===== src/rtl/mips_defines.sv =====
// Shared MIPS pipeline definitions: register file widths, memory op codes and
// the MEM-stage FSM state encoding.
package mips_defines;

    localparam int REG_ADDR_WIDTH = 5;
    localparam int REG_DATA_WIDTH = 32;

    typedef enum logic [3:0] {
        OP_NOP = 4'd0,
        OP_LB  = 4'd1,
        OP_LBU = 4'd2,
        OP_LH  = 4'd3,
        OP_LHU = 4'd4,
        OP_LW  = 4'd5,
        OP_SB  = 4'd6,
        OP_SH  = 4'd7,
        OP_SW  = 4'd8
    } mem_op_e;

    typedef enum logic [1:0] {
        ST_IDLE = 2'd0,
        ST_BUSY = 2'd1,
        ST_DONE = 2'd2,
        ST_ERR  = 2'd3
    } mem_state_e;

endpackage


===== src/rtl/mem_align.sv =====
// Combinational lane logic for the MEM stage: store byte enables and lane
// replication, load lane selection with sign/zero extension, misalignment.
module mem_align
    import mips_defines::*;
(
    input  logic [3:0]  i_op,
    input  logic [1:0]  i_addr_lo,
    input  logic [31:0] i_wdata,
    input  logic [31:0] i_rdata,
    output logic [3:0]  o_be,
    output logic [31:0] o_wdata,
    output logic [31:0] o_load_data,
    output logic        o_misalign,
    output logic        o_is_mem,
    output logic        o_is_load,
    output logic        o_is_store
);

    logic [7:0]  w_byte;
    logic [15:0] w_half;

    always_comb begin
        case (i_addr_lo)
            2'd0:    w_byte = i_rdata[7:0];
            2'd1:    w_byte = i_rdata[15:8];
            2'd2:    w_byte = i_rdata[23:16];
            default: w_byte = i_rdata[31:24];
        endcase
        w_half = i_addr_lo[1] ? i_rdata[31:16] : i_rdata[15:0];
    end

    always_comb begin
        o_be        = 4'b0000;
        o_wdata     = 32'h0;
        o_load_data = i_rdata;
        o_misalign  = 1'b0;
        o_is_mem    = 1'b1;
        o_is_load   = 1'b0;
        o_is_store  = 1'b0;
        case (i_op)
            OP_LB: begin
                o_is_load   = 1'b1;
                o_load_data = {{24{w_byte[7]}}, w_byte};
            end
            OP_LBU: begin
                o_is_load   = 1'b1;
                o_load_data = {24'h0, w_byte};
            end
            OP_LH: begin
                o_is_load   = 1'b1;
                o_misalign  = i_addr_lo[0];
                o_load_data = {{16{w_half[15]}}, w_half};
            end
            OP_LHU: begin
                o_is_load   = 1'b1;
                o_misalign  = i_addr_lo[0];
                o_load_data = {16'h0, w_half};
            end
            OP_LW: begin
                o_is_load  = 1'b1;
                o_misalign = |i_addr_lo;
            end
            OP_SB: begin
                o_is_store = 1'b1;
                o_be       = 4'b0001 << i_addr_lo;
                o_wdata    = {4{i_wdata[7:0]}};
            end
            OP_SH: begin
                o_is_store = 1'b1;
                o_misalign = i_addr_lo[0];
                o_be       = i_addr_lo[1] ? 4'b1100 : 4'b0011;
                o_wdata    = {2{i_wdata[15:0]}};
            end
            OP_SW: begin
                o_is_store = 1'b1;
                o_misalign = |i_addr_lo;
                o_be       = 4'b1111;
                o_wdata    = i_wdata;
            end
            default: o_is_mem = 1'b0;
        endcase
    end

endmodule


===== src/rtl/mem_stage.sv =====
// MIPS MEM stage: issues load/store on the req/ack data bus, stalls the
// pipeline while a transaction is in flight and formats load results.
module mem_stage
    import mips_defines::*;
#(
    parameter int TIMEOUT = 16,
    parameter int CNT_W   = 8
) (
    input  logic                      clk,
    input  logic                      rst_n,
    input  logic [3:0]                mem_op_in,
    input  logic [31:0]               mem_addr_in,
    input  logic [31:0]               mem_wdata_in,
    input  logic [REG_ADDR_WIDTH-1:0] w_reg_addr_in,
    input  logic [REG_DATA_WIDTH-1:0] w_reg_data_in,
    input  logic                      w_reg_en_in,
    output logic [REG_ADDR_WIDTH-1:0] w_reg_addr_out,
    output logic [REG_DATA_WIDTH-1:0] w_reg_data_out,
    output logic                      w_reg_en_out,
    output logic                      stall_req,
    output logic                      dmem_req,
    output logic                      dmem_we,
    output logic [31:0]               dmem_addr,
    output logic [3:0]                dmem_be,
    output logic [31:0]               dmem_wdata,
    input  logic [31:0]               dmem_rdata,
    input  logic                      dmem_ack,
    output logic                      align_err,
    output logic                      bus_err
);

    mem_state_e       r_state;
    mem_state_e       w_next;
    logic [CNT_W-1:0] r_cnt;
    logic [31:0]      r_load_data;
    logic             r_req;
    logic             r_we;
    logic [3:0]       r_be;
    logic [31:0]      r_addr;
    logic [31:0]      r_wdata;

    logic [3:0]       w_be;
    logic [31:0]      w_wdata;
    logic [31:0]      w_load_fmt;
    logic             w_misalign;
    logic             w_is_mem;
    logic             w_is_load;
    logic             w_is_store;
    logic             w_issue;
    logic             w_timeout;

    // ex_mem holds op/addr stable while stalled, so DONE formats from the live inputs.
    mem_align u_align (
        .i_op        (mem_op_in),
        .i_addr_lo   (mem_addr_in[1:0]),
        .i_wdata     (mem_wdata_in),
        .i_rdata     (r_load_data),
        .o_be        (w_be),
        .o_wdata     (w_wdata),
        .o_load_data (w_load_fmt),
        .o_misalign  (w_misalign),
        .o_is_mem    (w_is_mem),
        .o_is_load   (w_is_load),
        .o_is_store  (w_is_store)
    );

    assign w_issue   = (r_state == ST_IDLE) && w_is_mem && !w_misalign;
    assign w_timeout = (r_cnt == CNT_W'(TIMEOUT - 1));

    always_ff @(posedge clk) begin
        if (!rst_n) r_state <= ST_IDLE;
        else        r_state <= w_next;
    end

    always_comb begin
        w_next = r_state;
        case (r_state)
            ST_IDLE: if (w_issue) w_next = ST_BUSY;
            ST_BUSY: begin
                if (dmem_ack)       w_next = ST_DONE;
                else if (w_timeout) w_next = ST_ERR;
            end
            default: w_next = ST_IDLE;
        endcase
    end

    always_ff @(posedge clk) begin
        if (!rst_n) begin
            r_req       <= 1'b0;
            r_we        <= 1'b0;
            r_be        <= 4'b0000;
            r_addr      <= 32'h0;
            r_wdata     <= 32'h0;
            r_cnt       <= '0;
            r_load_data <= 32'h0;
        end else if (w_issue) begin
            r_req   <= 1'b1;
            r_we    <= w_is_store;
            r_be    <= w_be;
            r_addr  <= {mem_addr_in[31:2], 2'b00};
            r_wdata <= w_wdata;
            r_cnt   <= '0;
        end else if (r_state == ST_BUSY) begin
            r_cnt <= r_cnt + 1'b1;
            // Ack takes priority over a simultaneous timeout.
            if (dmem_ack) begin
                r_load_data <= dmem_rdata;
                r_req       <= 1'b0;
            end else if (w_timeout) begin
                r_req <= 1'b0;
            end
        end
    end

    always_comb begin
        w_reg_addr_out = w_reg_addr_in;
        w_reg_data_out = w_reg_data_in;
        w_reg_en_out   = 1'b0;
        stall_req      = 1'b0;
        align_err      = 1'b0;
        bus_err        = 1'b0;
        case (r_state)
            ST_IDLE: begin
                if (!w_is_mem)       w_reg_en_out = w_reg_en_in;
                else if (w_misalign) align_err    = 1'b1;
                else                 stall_req    = 1'b1;
            end
            ST_BUSY: stall_req = 1'b1;
            ST_DONE: begin
                if (w_is_load) begin
                    w_reg_data_out = w_load_fmt;
                    w_reg_en_out   = w_reg_en_in;
                end
            end
            default: bus_err = 1'b1;
        endcase
        if (!rst_n) begin
            w_reg_addr_out = '0;
            w_reg_data_out = '0;
            w_reg_en_out   = 1'b0;
            stall_req      = 1'b0;
            align_err      = 1'b0;
            bus_err        = 1'b0;
        end
    end

    assign dmem_req   = r_req;
    assign dmem_we    = r_we;
    assign dmem_be    = r_be;
    assign dmem_addr  = r_addr;
    assign dmem_wdata = r_wdata;

endmodule

===== config.mk =====
export PLATFORM = sky130hd
export DESIGN_NAME = mem_stage
export DESIGN_NICKNAME = d
export VERILOG_FILES = /design/src/rtl/mips_defines.sv /design/src/rtl/mem_align.sv /design/src/rtl/mem_stage.sv
export SDC_FILE = /design/constraint.sdc
export NUM_CORES = 1
export LEC_CHECK = 0
export BUFFER_PORTS_ARGS = -buffer_cell sky130_fd_sc_hd__clkbuf_2
export CORE_MARGIN = 3
export CORE_UTILIZATION = 48
export DETAILED_ROUTE_END_ITERATION = 10
export PLACE_DENSITY = 0.86
export SYNTH_ARGS = -nofsm -noshare
export SYNTH_HDL_FRONTEND = slang
export SYNTH_SLANG_ARGS = --single-unit

===== constraint.sdc =====
create_clock -name clk -period 2.73 [get_ports clk]
set_input_delay 0.273 -clock clk [delete_from_list [all_inputs] [get_ports clk]]
set_output_delay 0.273 -clock clk [all_outputs]
set_load 0.005 [all_outputs]

=== After elaboration in Yosys (flattened, before gate mapping) ===
Index checks and enable logic that the tools add are counted.

* Bits in registers: 110
* Logic and storage cells: 81

* Add/subtract/negate cells: 1
* Eq/ne operators: 15
* Shifts and indexed selects: 1
* Muxes and demuxes: 36
* Bitwise gates (word level): 2
* Reduce and logical (&&, ||, !) cells: 18

{| class="wikitable"
|+ Operator list
! kind !! count
|-
| 32-bit case mux with 4 select lines || 1
|-
| 32-bit two-way mux || 3
|-
| 32-bit case mux with 3 select lines || 1
|-
| 8-bit case mux with 3 select lines || 1
|-
| 1-bit two-way mux || 19
|-
| 4-bit by 3-bit equality test with 1-bit output, second input constant || 4
|-
| 16-bit two-way mux || 1
|-
| 4-bit case mux with 3 select lines || 1
|-
| 3-bit OR reduction || 3
|-
| 8-bit by 1-bit adder with 8-bit output, second input constant || 1
|-
| 4-bit by 2-bit equality test with 1-bit output, second input constant || 2
|-
| 8-bit by 4-bit equality test with 1-bit output, second input constant || 1
|-
| 8-bit OR reduction || 1
|-
| 2-bit two-way mux || 3
|-
| 1-bit case mux with 2 select lines || 3
|-
| 2-bit OR reduction || 3
|-
| 5-bit two-way mux || 1
|-
| 5-bit OR reduction || 1
|-
| 2-bit by 1-bit equality test with 1-bit output, second input constant || 2
|-
| 2-bit equality test, second input constant || 2
|-
| 4-bit by 1-bit equality test with 1-bit output, second input constant || 1
|-
| 4-bit equality test, second input constant || 1
|-
| 2-bit logical NOT || 2
|-
| 4-bit two-way mux || 1
|-
| other kinds (11) || 14
|}

=== Depth between registers and ports, before layout ===
* Depth in word-level cells: 7
* Mapped depth: 8
* Depth with buffers taken out: 5

=== Cells and area by module ===
A second synthesis with hierarchy kept.

* Cell total of the unflattened synthesis: 792
* Area, all modules: 6249.7 um^2

{| class="wikitable"
|+ By module, submodules not included
! module !! times used !! cells each !! area each (um^2) !! seq. area each (um^2)
|-
| mem_stage || 1 || 609 || 4797.1 || 2202.1
|-
| mem_align || 1 || 183 || 1452.6 || 0.0
|}

=== Least setup slack after synthesis ===
Ideal clock, no wire load.

* Path kind: reg-to-output
* Start: register r_state[0]
* End: output w_reg_data_out[20]
* Data arrival time: 1876 ps
* Required time: 2457 ps
* Setup slack: 581 ps
* Cell stages (with the launch flop): 8
* Path buffers: 3
* Cells stage by stage: dfxtp_1 -> buf_4 -> nand2b_1 -> a211o_1 -> or4_1 -> clkbuf_1 -> buf_4 -> o2bb2ai_1

* Cells in the longest elaborated chain, start to end: 3

{| class="wikitable"
|+ Ends and longest elaborated chain
! element !! RTL line !! source
|-
| from (decl) || mem_stage.sv:32 || <nowiki>mem_state_e r_state;</nowiki>
|-
| from (signal assigned) || mem_stage.sv:72 || <nowiki>else r_state <= w_next;</nowiki>
|-
| 2-bit equality test || mem_stage.sv:122 || <nowiki>case (r_state)</nowiki>
|-
| 32-bit two-way mux || mem_stage.sv:122 ||
|-
| 32-bit two-way mux || mem_stage.sv:137 || <nowiki>if (!rst_n) begin</nowiki>
|-
| to (decl) || mem_stage.sv:18 || <nowiki>output logic [REG_DATA_WIDTH-1:0] w_reg_data_out,</nowiki>
|}

No other way between the ends.

=== Final worst setup path ===
* Start: register r_state[1]
* End: output w_reg_data_out[21]

Same word-level chain as after synthesis.

==> results.tsv <==
metric	value	unit
status	complete, no violations	
post-route setup TNS	0	ps
crit path kind	reg2out	
mapped cell area	5790	sq um
worst vdd ir	0.000392	V
CTS tree	done	
chip width	116	um
post-synthesis compound-gate area fraction	0.315	
xor/xnor share of the synthesized area	0.0106	
fin crit period	2570	ps
Worst Path Required	2460	ps
largest net degree at the start of global routing	47	
Die H	116	um
Mapped Avg Cell Area	8.29	sq um
post-route insts no fill	1060	
Setup Skew	10.2	ps
post-synthesis mux area share	0.0605	
Top FF cell, synth	dfxtp_1	
Starting Density	0.498	
number of remaining DRC errors	0	
Synth area leader	dfxtp_1	
number of synthesized flops with an enable pin	0	
H-tree Lvls	3	
main combinational cell family by area after synthesis	compound AO/OA/AOI/OAI gates	
# diodes	0	
dpl ws	229	ps
fraction of the mapped netlist area in simple logic gates	0.164	
unrepaired setup endpoints after global routing	false	
clk slew on worst S/H paths	70	ps
die area	13400	sq um
fin nets	1054	
slew at the pin with the worst max-slew slack	1090	ps
Synth area leaders	dfxtp_1 (38%), a21oi_1 (7.8%), nand2_1 (6.0%)	
port bufs	249	
Max Clock Freq	0.389	GHz
Final Hold Vio Count	0	
Post-Place Cells	1044	
I/O pin total	252	
Initial DRT Pass Iterations	8	
HPWL after DPL	13300	um
asr flop ratio synth	0	
vias in the first global route	5382	
DRT iter0 DRCs	714	
Final Wtd Congestion	0.932	
YS warnings	0	
row count	39	
Root Buffer	clkbuf_16	
cells after synthesis	698	
antenna viol nets, final	0	
Largest stage delay, worst path	660	ps
Setup violations, final	0	
Core Region	11600	sq um
Synth Register Bits	110	
cell with the most instances after synthesis	dfxtp_1	
top-area cell type share of the netlist area	0.380	
Max-slew headroom	0.273	
critical path, cell by cell	nand2b_1, a211o_1, or4_4, o2bb2ai_1, clkbuf_2	
HP Class	in2reg	
crit path launch type	flop	
synth-to-layout area growth	27.3	%
adder-cell share of the synthesized area	0.00216	
WP data arrival	2300	ps
final wirelength	18000	um
count of pins over their slew limit	0	
CTS Sinks	110	
Tot Pwr	0.00378	W
endpoint type of the worst setup path	output pin	
cell area power density	513	nW/um^2
Max Cap Violations	0	
slowest library cell on the worst path	or4_4	
Synth cell types	61	
wire length of the first global-routing pass	27100	um
DR vias	6208	
routed vias/inst	5.86	
Final WS setup	159	ps
Avg WL per Cell	16.9	um
leakage power	3.12	nW
TritonCTS buffer count	9	
sequential area share after synthesis	0.380	
most frequent cells after synthesis	dfxtp_1 (110), nand2_1 (93), a21oi_1 (90)	
worst-path fanout max	15	
layout cells sized above 1	0.348	
Max clock buf depth	2	
grt ovf	0	
initial antenna violation count	0	
GRT Util Overall	0.249	
Final Cycle Share	0.942	
worst skew pair latency	340	ps
==> cell type report <==
| cell class | instances | area [sq um] |
|---|---|---|
| clock buffers | 12 | 236 |
| clock inverters | 4 | 55.1 |
| fillers | 1070 | 4250 |
| inverters | 13 | 48.8 |
| multi-input cells | 506 | 3210 |
| flip-flops and latches | 110 | 2200 |
| well taps | 143 | 179 |
| repair buffers | 272 | 1430 |
==> critical path: cells and delay by family, from the launching register on <==
kind                   cells  cell delay [ps]
buffers and inverters      1              150
AO/OA/AOI/OAI              2              520
AND/OR/NAND/NOR            2              830
flip-flops                 1              460
==> state kept, by name, summed over array words and instances, names as in the netlist <==
| signal | cells |
|---|---|
| dmem_addr | 30 |
| r_load_data | 32 |
| dmem_wdata | 32 |
| r_state | 2 |
| dmem_be | 4 |
| r_cnt | 8 |
| dmem_we | 1 |
| dmem_req | 1 |
==> cells by family after synthesis <==
group / Yosys count
AOI/OAI and AO/OA: 269
xor gates and xnor gates: 7
adders and majority gates: 1
buffers and inverters: 83
DFF: 110
muxes: 24
other: 1
and+or+nand+nor: 203
==> layer usage <==
layer | vias up | part of all wire | track usage
li1 | 3002 | - | -
met1 | 2889 | 0.44 | 0.363
met2 | 287 | 0.48 | 0.386
met3 | 30 | 0.069 | 0.0381
met4 | 0 | 0.015 | 0.0650
met5 | - | 0 | 0
==> cells in the final DEF (no fill, tap or decap), types with 2 or more instances in the layout <==
cell and instances:
and3_1 3, nor3_1 5, clkbuf_1 3, xor2_1 6, a2111oi_4 2, o22ai_1 8, a21oi_2 2, a31oi_1 9
a311oi_1 8, mux4_2 8, nor2_1 34, and3b_1 2, nand2b_1 7, or3b_2 4, and2_1 6, nand3_1 33
o31ai_1 3, a22o_1 26, a32oi_1 7, a221oi_1 7, inv_1 12, o21ai_0 51, dfxtp_1 110, nand4_1 3
buf_4 22, or2_2 2, o21ai_1 2, a22oi_1 17, clkbuf_16 9, o2bb2ai_1 25, a21oi_1 90, nand2_1 93
mux2_2 8, conb_1 2, mux2i_1 8, clkbuf_2 249
==> report_power, final <==
group	total [W]	leakage, nW	switching [W]	internal (W)
registers	0.00174	0.895	0.0000566	0.00169
clock network	0.00130	0.137	0.000583	0.000719
logic	0.000735	2.09	0.000414	0.000321
total	0.00378	3.12	0.00105	0.00273
==> worst paths after layout <==
check / startpoint / end / slack, ps / depth (start not counted)
max: r_state[1] / w_reg_data_out[21] / 160 / 5
min: dmem_rdata[20] / r_load_data[20] / 150 / 3
min reg2reg: dmem_we / dmem_we / 450 / 1
max reg2reg: r_state[1] / dmem_wdata[1] / 830 / 3
==> through the flow <==
step	instance area (sq um)	hold WS, ps	utilization
floorplan	5790	406	-
global placement	7070	434	0.609
CTS	7370	134	0.634
finish	7370	146	0.634
detailed placement	7070	441	0.609
global route	7370	146	0.634
==> repair_timing <==
item / in CTS / in global routing
hold endpoints to repair: 0 / 0
setup buffers: 0 / 0
hold buffers: 0 / 0
endpoints found under the setup margin: 2 / 0
resized for setup: 1 / 0
Power figures use the tool's default switching activity.
